<file path="config.mk">
export PLATFORM = sky130hd
export DESIGN_NAME = spi_target
export DESIGN_NICKNAME = d
export VERILOG_FILES = /design/src/rtl/spi_target_pkg.sv /design/src/rtl/spi_target_fifo.sv /design/src/rtl/spi_target.sv
export SDC_FILE = /design/constraint.sdc
export NUM_CORES = 1
export LEC_CHECK = 0
export BUFFER_PORTS_ARGS = -buffer_cell sky130_fd_sc_hd__buf_2
export CAP_MARGIN = 20
export CORE_MARGIN = 4
export CORE_UTILIZATION = 35
export CTS_CLUSTER_DIAMETER = 50
export CTS_CLUSTER_SIZE = 40
export DETAILED_ROUTE_END_ITERATION = 6
export GPL_ROUTABILITY_DRIVEN = 0
export PLACE_DENSITY = 0.47
export SYNTH_ARGS = -nofsm -noshare
export SYNTH_HDL_FRONTEND = slang
export SYNTH_SLANG_ARGS = --single-unit
export TNS_END_PERCENT = 50
</file>
<file path="constraint.sdc">
create_clock -name CLK -period 4.2 [get_ports CLK]
set_input_delay 0.21 -clock CLK [delete_from_list [all_inputs] [get_ports CLK]]
set_output_delay 0.21 -clock CLK [all_outputs]
set_load 0.005 [all_outputs]
</file>
<file path="src/rtl/spi_target_pkg.sv">
// Shared constants for the SPI target: idle/underrun fill byte, synchronizer
// depth and bit-counter width.
package spi_target_pkg;

   localparam logic [7:0] DUMMY_DEF   = 8'hFF;
   localparam int         SYNC_STAGES = 2;
   localparam int         BITCNT_W    = 3;

endpackage

</file>
<file path="src/rtl/spi_target_fifo.sv">
// Small synchronous FIFO with a registered occupancy count. Push while full is
// accepted only when a pop happens in the same cycle.
module spi_target_fifo #(
   parameter int WIDTH = 8,
   parameter int DEPTH = 4
) (
   input  logic             clk,
   input  logic             nrst,
   input  logic             push,
   input  logic [WIDTH-1:0] push_data,
   input  logic             pop,
   output logic [WIDTH-1:0] head,
   output logic             full,
   output logic             empty
);

   localparam int AW = (DEPTH > 1) ? $clog2(DEPTH) : 1;
   localparam logic [AW:0] DEPTH_CNT = (AW+1)'(DEPTH);

   logic [WIDTH-1:0] mem [DEPTH];
   logic [AW-1:0]    wr_ptr;
   logic [AW-1:0]    rd_ptr;
   logic [AW:0]      count;
   logic             do_push;
   logic             do_pop;

   assign empty   = (count == '0);
   assign full    = (count == DEPTH_CNT);
   assign do_pop  = pop && !empty;
   assign do_push = push && (!full || do_pop);
   assign head    = mem[rd_ptr];

   // Pointer and occupancy bookkeeping.
   always_ff @(posedge clk) begin
      if (!nrst) begin
         wr_ptr <= '0;
         rd_ptr <= '0;
         count  <= '0;
      end else begin
         if (do_push) wr_ptr <= wr_ptr + AW'(1);
         if (do_pop)  rd_ptr <= rd_ptr + AW'(1);
         case ({do_push, do_pop})
            2'b10:   count <= count + (AW+1)'(1);
            2'b01:   count <= count - (AW+1)'(1);
            default: count <= count;
         endcase
      end
   end

   // Storage needs no reset; the pointers define what is valid.
   always_ff @(posedge clk) begin
      if (do_push) mem[wr_ptr] <= push_data;
   end

endmodule

</file>
<file path="src/rtl/spi_target.sv">
// SPI target, modes 0 and 3, MSB first, 8-bit frames. SCK, MOSI and nSS are
// oversampled by CLK; received and transmitted bytes pass through FIFOs.
module spi_target
   import spi_target_pkg::*;
#(
   parameter int         FIFO_DEPTH = 4,
   parameter logic [7:0] DUMMY      = DUMMY_DEF
) (
   input  logic       CLK,
   input  logic       nRST,
   input  logic       SCK_IN,
   input  logic       MOSI_IN,
   input  logic       nSS_IN,
   output logic       MISO_OUT,
   output logic       MISO_OE,
   output logic [7:0] RX_DATA,
   output logic       RX_VALID,
   input  logic       RX_READY,
   input  logic [7:0] TX_DATA,
   input  logic       TX_VALID,
   output logic       TX_READY,
   output logic       FRAME_START,
   output logic       FRAME_END,
   output logic       RX_OVERRUN,
   output logic       TX_UNDERRUN,
   input  logic       CLR_FLAGS
);

   logic [SYNC_STAGES-1:0] sck_sync, mosi_sync, nss_sync;
   logic                   sck_d, nss_d;
   logic                   sck_s, mosi_s, nss_s;
   logic                   sel;
   logic                   seen_rise;
   logic [BITCNT_W-1:0]    bitcnt;
   logic [7:0]             rxsr, txsr;
   logic                   sck_rise, sck_fall, nss_fall, nss_rise;
   logic                   byte_done, tx_load, tx_pop;
   logic [7:0]             tx_head, tx_next, rx_byte;
   logic                   tx_full, tx_empty, rx_full, rx_empty;
   logic                   rx_pop, rx_drop;

   assign sck_s  = sck_sync[SYNC_STAGES-1];
   assign mosi_s = mosi_sync[SYNC_STAGES-1];
   assign nss_s  = nss_sync[SYNC_STAGES-1];

   // The select chain resets to "low" so a select already asserted across
   // reset never looks like a fresh fall; sel only rises on a real 1->0 edge.
   assign sck_rise  = sel && sck_s && !sck_d;
   assign sck_fall  = sel && !sck_s && sck_d;
   assign nss_fall  = nss_d && !nss_s;
   assign nss_rise  = sel && nss_s && !nss_d;
   assign byte_done = sck_rise && (bitcnt == '1);
   assign tx_load   = nss_fall || byte_done;
   assign tx_pop    = tx_load && !tx_empty;
   assign tx_next   = tx_empty ? DUMMY : tx_head;
   assign rx_byte   = {rxsr[6:0], mosi_s};
   assign rx_pop    = RX_VALID && RX_READY;
   assign rx_drop   = byte_done && rx_full && !rx_pop;
   assign RX_VALID  = !rx_empty;
   assign TX_READY  = !tx_full;

   // Two-stage synchronizers plus one delay stage for edge detection.
   always_ff @(posedge CLK) begin
      if (!nRST) begin
         sck_sync  <= '0;
         mosi_sync <= '0;
         nss_sync  <= '0;
         sck_d     <= 1'b0;
         nss_d     <= 1'b0;
      end else begin
         sck_sync  <= {sck_sync[SYNC_STAGES-2:0], SCK_IN};
         mosi_sync <= {mosi_sync[SYNC_STAGES-2:0], MOSI_IN};
         nss_sync  <= {nss_sync[SYNC_STAGES-2:0], nSS_IN};
         sck_d     <= sck_s;
         nss_d     <= nss_s;
      end
   end

   // Frame tracking, bit counter and both shift registers.
   always_ff @(posedge CLK) begin
      if (!nRST) begin
         sel       <= 1'b0;
         seen_rise <= 1'b0;
         bitcnt    <= '0;
         rxsr      <= '0;
         txsr      <= '0;
      end else if (nss_fall) begin
         sel       <= 1'b1;
         seen_rise <= 1'b0;
         bitcnt    <= '0;
         txsr      <= tx_next;
      end else if (nss_rise) begin
         sel       <= 1'b0;
         seen_rise <= 1'b0;
         bitcnt    <= '0;
      end else if (sck_rise) begin
         rxsr   <= rx_byte;
         bitcnt <= bitcnt + BITCNT_W'(1);
         if (byte_done) begin
            txsr      <= tx_next;
            seen_rise <= 1'b0;
         end else begin
            seen_rise <= 1'b1;
         end
      end else if (sck_fall && seen_rise) begin
         txsr <= {txsr[6:0], 1'b0};
      end
   end

   // Registered pad-side outputs and frame pulses; MISO holds while deselected.
   always_ff @(posedge CLK) begin
      if (!nRST) begin
         MISO_OUT    <= 1'b1;
         MISO_OE     <= 1'b0;
         FRAME_START <= 1'b0;
         FRAME_END   <= 1'b0;
      end else begin
         if (sel) MISO_OUT <= txsr[7];
         MISO_OE     <= sel;
         FRAME_START <= nss_fall;
         FRAME_END   <= nss_rise;
      end
   end

   // Sticky error flags; a clear wins over a same-cycle set.
   always_ff @(posedge CLK) begin
      if (!nRST) begin
         RX_OVERRUN  <= 1'b0;
         TX_UNDERRUN <= 1'b0;
      end else begin
         if (CLR_FLAGS)    RX_OVERRUN <= 1'b0;
         else if (rx_drop) RX_OVERRUN <= 1'b1;
         if (CLR_FLAGS)                  TX_UNDERRUN <= 1'b0;
         else if (tx_load && tx_empty)   TX_UNDERRUN <= 1'b1;
      end
   end

   spi_target_fifo #(.WIDTH(8), .DEPTH(FIFO_DEPTH)) u_rx_fifo (
      .clk       (CLK),
      .nrst      (nRST),
      .push      (byte_done),
      .push_data (rx_byte),
      .pop       (rx_pop),
      .head      (RX_DATA),
      .full      (rx_full),
      .empty     (rx_empty)
   );

   spi_target_fifo #(.WIDTH(8), .DEPTH(FIFO_DEPTH)) u_tx_fifo (
      .clk       (CLK),
      .nrst      (nRST),
      .push      (TX_VALID && TX_READY),
      .push_data (TX_DATA),
      .pop       (tx_pop),
      .head      (tx_head),
      .full      (tx_full),
      .empty     (tx_empty)
   );

endmodule

</file>
* After elaboration in Yosys (flattened, before gate mapping)
Memories as Yosys holds them, arrays and structs flattened. A register that Yosys moved wholly into a read port is not among the register bits.
Index checks and enable logic that the tools add are counted.
** Operators by class
- Add/sub/neg operators :: 9
- Eq/ne operators :: 9
- Muxes and demuxes :: 19
- Bitwise logic cells :: 3
- Reduce and logical (&&, ||, !) cells :: 41
** Operators with widths (number)
- 2-to-1 mux 8 bit :: 6
- logical AND 1 bit :: 19
- one-hot mux 3 bit (2 select lines) :: 2
- adder 3 x 1 -> 3 bit, second input constant :: 3
- == test 3 bit, second input constant :: 3
- logical NOT 1 bit :: 9
- adder 2 x 1 -> 2 bit, second input constant :: 4
- 2-to-1 mux 2 bit :: 4
- 2-to-1 mux 1 bit :: 7
- logical NOT 3 bit :: 2
- AND reduction 3 bit :: 2
- nonzero test 2 bit :: 3
- subtractor 3 x 1 -> 3 bit, second input constant :: 2
- == test 2 x 1 -> 1 bit, second input constant :: 2
- == test 2 bit, second input constant :: 2
- logical OR 1 bit :: 3
- != test 3 x 1 -> 1 bit, second input constant :: 1
- inverter 1 bit :: 3
- nonzero test 3 bit :: 1
- OR reduction 3 bit :: 1
- != test 2 bit, second input constant :: 1
- OR reduction 2 bit :: 1
** Storage, ports and cells
- Register bits :: 48
- RAM bits :: 64
- Input bits :: 16
- Output and inout bits :: 16
- Memories :: 2
** Memories
- u_rx_fifo.mem :: words 4, width 8, read ports 1, clocked after Yosys merged registers in 1, wr ports 1, RTL line spi_target_fifo.sv:20 : logic [WIDTH-1:0] mem [DEPTH];
- u_tx_fifo.mem :: words 4, width 8, read ports 1, clocked after Yosys merged registers in 1, wr ports 1, RTL line spi_target_fifo.sv:20

* Logic depth before layout (Yosys ltp)
- Depth after elaboration :: 10
- Gate-level depth with buffers :: 11
- Gate-level depth less buffers :: 11

* Hierarchy
From an unflattened synthesis, not the netlist that was laid out.
** Unflattened totals
- Cell total of the unflattened synthesis :: 342
- Area total of the unflattened synthesis :: 4784.6 µm²
** Modules (own cells, without submodules)
- spi_target_fifo :: times used 2, cells an instance 102, area an instance 1699.1 µm², sequential area each 1141.1 µm²
- spi_target :: times used 1, cells an instance 138, area an instance 1386.3 µm², sequential area each 680.7 µm²

* Least setup slack after synthesis
Ideal clock, no wire load.
- Path type :: register to register
- Start point :: register bitcnt[0]
- End point :: register u_tx_fifo.count[2]
- Setup time :: 0.072 ns
- Arrival :: 2.177 ns
- Data required time :: 4.128 ns
- Slack :: 1.952 ns
- Cell stages (with the launch flop) :: 11
- Buffers on the path :: 0
- Period minus slack after synthesis :: 2.248 ns
- Path through :: dfxtp_1 -> ha_1 -> ha_1 -> nand4b_1 -> a21oi_1 -> ha_1 -> inv_1 -> fa_1 -> xor2_1 -> or3_1 -> a21oi_1
** Between the ends
- Word-level cells in the longest chain between the ends :: 9
- Elaborated cells between the ends (all ways) :: 11
** RTL lines
- start: declaration :: RTL line spi_target.sv:34 : logic [BITCNT_W-1:0] bitcnt;
- start signal: assignment :: RTL line spi_target.sv:98 : bitcnt <= bitcnt + BITCNT_W'(1);
- == test 3 bit * :: RTL line spi_target.sv:52 : assign byte_done = sck_rise && (bitcnt == '1);
- logical AND 1 bit * :: RTL line spi_target.sv:52
- logical OR 1 bit * :: RTL line spi_target.sv:53 : assign tx_load = nss_fall || byte_done;
- logical AND 1 bit * :: RTL line spi_target.sv:54 : assign tx_pop = tx_load && !tx_empty;
- logical AND 1 bit * :: RTL line spi_target_fifo.sv:29 : assign do_pop = pop && !empty;
- net u_tx_fifo.do_pop :: RTL line spi_target_fifo.sv:25 : logic do_pop;
- logical OR 1 bit :: RTL line spi_target_fifo.sv:30 : assign do_push = push && (!full || do_pop);
- logical AND 1 bit :: RTL line spi_target_fifo.sv:30
- == test 2 x 1 -> 1 bit / == test 2 bit (equally long branches) :: RTL line spi_target_fifo.sv:42 : case ({do_push, do_pop})
- one-hot mux 3 bit (2 select lines) / nonzero test 2 bit (equally long branches)
- end signal: assignment :: RTL line spi_target_fifo.sv:43 : 2'b10: count <= count + (AW+1)'(1);
- end signal: assignment :: RTL line spi_target_fifo.sv:44 : 2'b01: count <= count - (AW+1)'(1);
- end signal: assignment :: RTL line spi_target_fifo.sv:45 : default: count <= count;
- end: declaration :: RTL line spi_target_fifo.sv:23 : logic [AW:0] count;
Mark *: on every way through the listed nets, which the timed path passes. The rest lies on a longest branch.
A chain may end at the register's enable or synchronous reset.

* Worst setup path in the final report
- Start point :: register u_rx_fifo.count[0]
- End point :: register u_rx_fifo.count[2]
** Between the ends
- Word-level cells in the longest chain between the ends :: 8
- Elaborated cells between the ends (all ways) :: 14
** RTL lines
- start: declaration :: RTL line spi_target_fifo.sv:23
- start signal: assignment :: RTL line spi_target_fifo.sv:43
- start signal: assignment :: RTL line spi_target_fifo.sv:44
- start signal: assignment :: RTL line spi_target_fifo.sv:45
- logical NOT 3 bit :: RTL line spi_target_fifo.sv:27 : assign empty = (count == '0);
- logical NOT 1 bit :: RTL line spi_target_fifo.sv:29, spi_target.sv:59
- logical AND 1 bit :: RTL line spi_target.sv:57 : assign rx_pop = RX_VALID && RX_READY;
- logical AND 1 bit :: RTL line spi_target_fifo.sv:29
- logical OR 1 bit :: RTL line spi_target_fifo.sv:30
- logical AND 1 bit :: RTL line spi_target_fifo.sv:30
- == test 2 x 1 -> 1 bit / == test 2 bit (equally long branches) :: RTL line spi_target_fifo.sv:42
- one-hot mux 3 bit (2 select lines) / nonzero test 2 bit (equally long branches)
Parallel ways exist; a longest one is shown, timed or not.

==> flow_summary.toml <==
[synthesis]
mappedNetlistNets = 346
post_synth_main_area_contributors = "edfxtp_1 (42%), dfxtp_1 (23%), mux4_2 (7.9%)"
yosys.area.top_type = "edfxtp_1"
yosys.cell_count.top_type = "edfxtp_1"
synth_area_per_cell_sq_um = 14.3
netlist-cell-type-count = 41
yosys_most_used_dff = "edfxtp_1"
async_flop_share_pct = 0
synthCells = 316
synth_top_cells_by_count = "edfxtp_1 (64), dfxtp_1 (52), nor2_1 (30)"
synth.top_cell.area_share_pct = 42.4
ys_seq_area_share_pct = 65.4
ys_warn_count = 0
synth_seq_cells = 116
synth_enable_flop_cells = 64
synthesis.area_sq_um = 4530

[floorplan]
die_area_sq_um = 14800
start_util_pct = 35.8
count_of_boundary_i_o_pins = 32
fp-row-count = 41
die_y_microns = 122
x_dimension_of_the_die_microns = 122
floorplan.core_area_sq_um = 12700

[power]
leakage_nw = 1.93
vdd_ir_drop_max_uv = 272
design_power_total_w = 0.00257
power.density_cell_area_nw_per_um2 = 478

[sta]
max_freq_mhz = 370
setup_violations = 0
clock_skew_ps = 7.38
unrepaired_setup_endpoints_after_global_routing = "no"
worst_slew_margin_rel_pct = 44.0
tns_ps = 0
report.final.hold_viol_count = 0
final-max-slew-violation-count = 0
min_period_ps = 2700
timing.final.crit_share_pct = 64.3
worstMarginPinSlew_ps = 834

[cts]
clk_pin_slew_ps = 50
cts.repair_timing.setup_buffer_count = 0
clock_tree.buffer_depth = 2
tritoncts.num_buffers = 17
clock_sink_count = 116
tritoncts = "yes"
latest_clock_arrival_within_the_worst_skew_pair_ps = 400
cts.hold.buffers_added = 2
ctsResizeCount = 0
htree_num_levels = 4
cts_root_buf = "clkbuf_16"

[critical_path]
worst_ep_required_time_ps = 4500
cp_launch_type = "register"
worstSetupPathType = "reg -> reg"
rr_startpoint = "u_rx_fifo.count[0]"
r2r_setup_slack_ps = 1500
critical_path.max_fanout = 7
worst_case_reg_to_reg_path_depth = 9
worstPathArrival_ps = 3010
kind_of_end_point_of_the_critical_path = "register"
startpoint = "u_rx_fifo.count[0]"

[global_route]
antenna_found_initial = 0
grt_overflow = 0
first_global_vias = 2595
first_pass_grt_wire_length_microns = 13500
largest_net_degree_at_the_start_of_global_routing = 28
grt_usage_pct = 12.4

[final_layout]
num_antenna_cells = 0
syn2layout_area_growth_pct = 18.8
layout.nets = 386
num-fill-cells = 1206
final-seq-area_sq_um = 2960
share_of_cells_above_drive_strength_1_pct = 20.9
multi_input_comb_area_sq_um = 1450

[detailed_routing]
avgRoutedWirePerCell_microns = 15.1
detail-route-antenna-nets = 0
via_per_inst = 4.62
drt_wl_total_microns = 8180
detail_route.first_pass.iterations = 4
drt_iter0_markers = 145
vias = 2500
drcViolationCount = 0

[flow_run]
cap_viol_max_count = 0

[outcome]
status = "complete, no violations"

[worst_hold_path]
holdPathStages = 1
worstHoldPathType = "in -> reg"
min_from = "TX_DATA[4]"

[placement]
port_buffers = 31
hpwlAfterDp_microns = 5490
[cells by family (layout without fill, tap and decap cells)]
logic type	Yosys count	in the layout	synth area share, %
DFF	116	116	65.4
and+or+nand+nor	88	88	10.2
AOI/OAI and AO/OA	34	34	5.63
buffers and inverters	28	81	2.59
muxes	25	25	9.94
adders and majority gates	14	14	4.20
xor gates and xnor gates	11	11	2.13
[layout make-up]
| cell class | count | share of cell area [%] |
|---|---|---|
| clock buffers | 24 | 8.39 |
| clock inverters | 8 | 1.21 |
| inverters | 15 | 1.05 |
| multi-input cells | 172 | 27.0 |
| flip-flops and latches | 116 | 55.0 |
| well taps | 172 | 4.00 |
| repair buffers | 34 | 3.39 |
[critical path, stage by stage (launching register included)]
cell     delay, ps
dfxtp_1        340
nor4b_1        680
nor2_1         270
inv_1          110
ha_1           180
inv_1           60
fa_1           370
xor2_1         160
or3_1          300
a21oi_1        140
[power breakdown]
| part | total (W) | internal, W | switching [W] |
|---|---|---|---|
| registers | 0.00123 | 0.00122 | 0.0000125 |
| clock network | 0.00125 | 0.000801 | 0.000454 |
| logic | 0.0000864 | 0.0000348 | 0.0000516 |
[through the flow]
| step | worst slack [ps] | util (%) | cells | area, sq um | hold WS [ps] |
|---|---|---|---|---|---|
| floorplan | 1950 | - | 316 | 4530 | 309 |
| global placement | 1350 | 38.3 | 507 | 4850 | 417 |
| global route | 1200 | 42.5 | 541 | 5390 | 5.38 |
| CTS | 1300 | 42.5 | 541 | 5390 | 2.90 |
| finish | 1500 | 42.5 | 541 | 5390 | 21.8 |
| detailed placement | 1330 | 38.3 | 507 | 4850 | 424 |
[layer usage]
layer | up-vias | track usage, % | wire [microns]
met3 | 15 | 4.09 | 293
met5 | - | 0 | 0
met1 | 1204 | 14.0 | 3530
li1 | 1245 | - | -
met4 | 0 | 6.30 | 160
met2 | 36 | 21.0 | 4200
[path summary, 6_finish.rpt]
check                              to
hold reg to reg           sck_sync[1]
setup / recovery   u_rx_fifo.count[2]
hold / removal    u_tx_fifo.mem[3][4]
setup reg to reg   u_rx_fifo.count[2]
[flip-flops by register name, indices dropped and copies added (netlist names), 2 cells and up, named ones only]
register          count
u_tx_fifo.wr_ptr      2
u_tx_fifo.rd_ptr      2
rxsr                  7
u_rx_fifo.rd_ptr      2
u_rx_fifo.count       3
u_tx_fifo.count       3
nss_sync              2
sck_sync              2
u_rx_fifo.wr_ptr      2
u_rx_fifo.mem        32
u_tx_fifo.mem        32
mosi_sync             2
bitcnt                3
txsr                  8
[layout by cell type (no fill, tap or decap), types with 2 or more instances in the layout]
| cell type | netlist | final |
|---|---|---|
| and3_1 | 4 | 4 |
| buf_2 | 4 | 31 |
| ha_1 | 12 | 12 |
| mux4_2 | 16 | 16 |
| dlygate4sd3_1 | 0 | 2 |
| mux2i_1 | 9 | 9 |
| clkinv_1 | 1 | 3 |
| clkinv_2 | 0 | 4 |
| a21oi_1 | 11 | 11 |
| nand2b_1 | 2 | 2 |
| and2_1 | 13 | 13 |
| a31o_1 | 7 | 7 |
| xnor2_1 | 6 | 6 |
| clkbuf_16 | 0 | 17 |
| nand2_1 | 9 | 9 |
| nor2_1 | 30 | 30 |
| edfxtp_1 | 64 | 64 |
| o21ai_0 | 3 | 3 |
| or3_1 | 3 | 3 |
| xor2_1 | 5 | 5 |
| nor3_1 | 16 | 16 |
| dfxtp_1 | 52 | 52 |
| fa_1 | 2 | 2 |
| inv_1 | 14 | 14 |
| a211oi_1 | 8 | 8 |
| clkbuf_1 | 7 | 7 |
(Power assumes the default switching activity.)
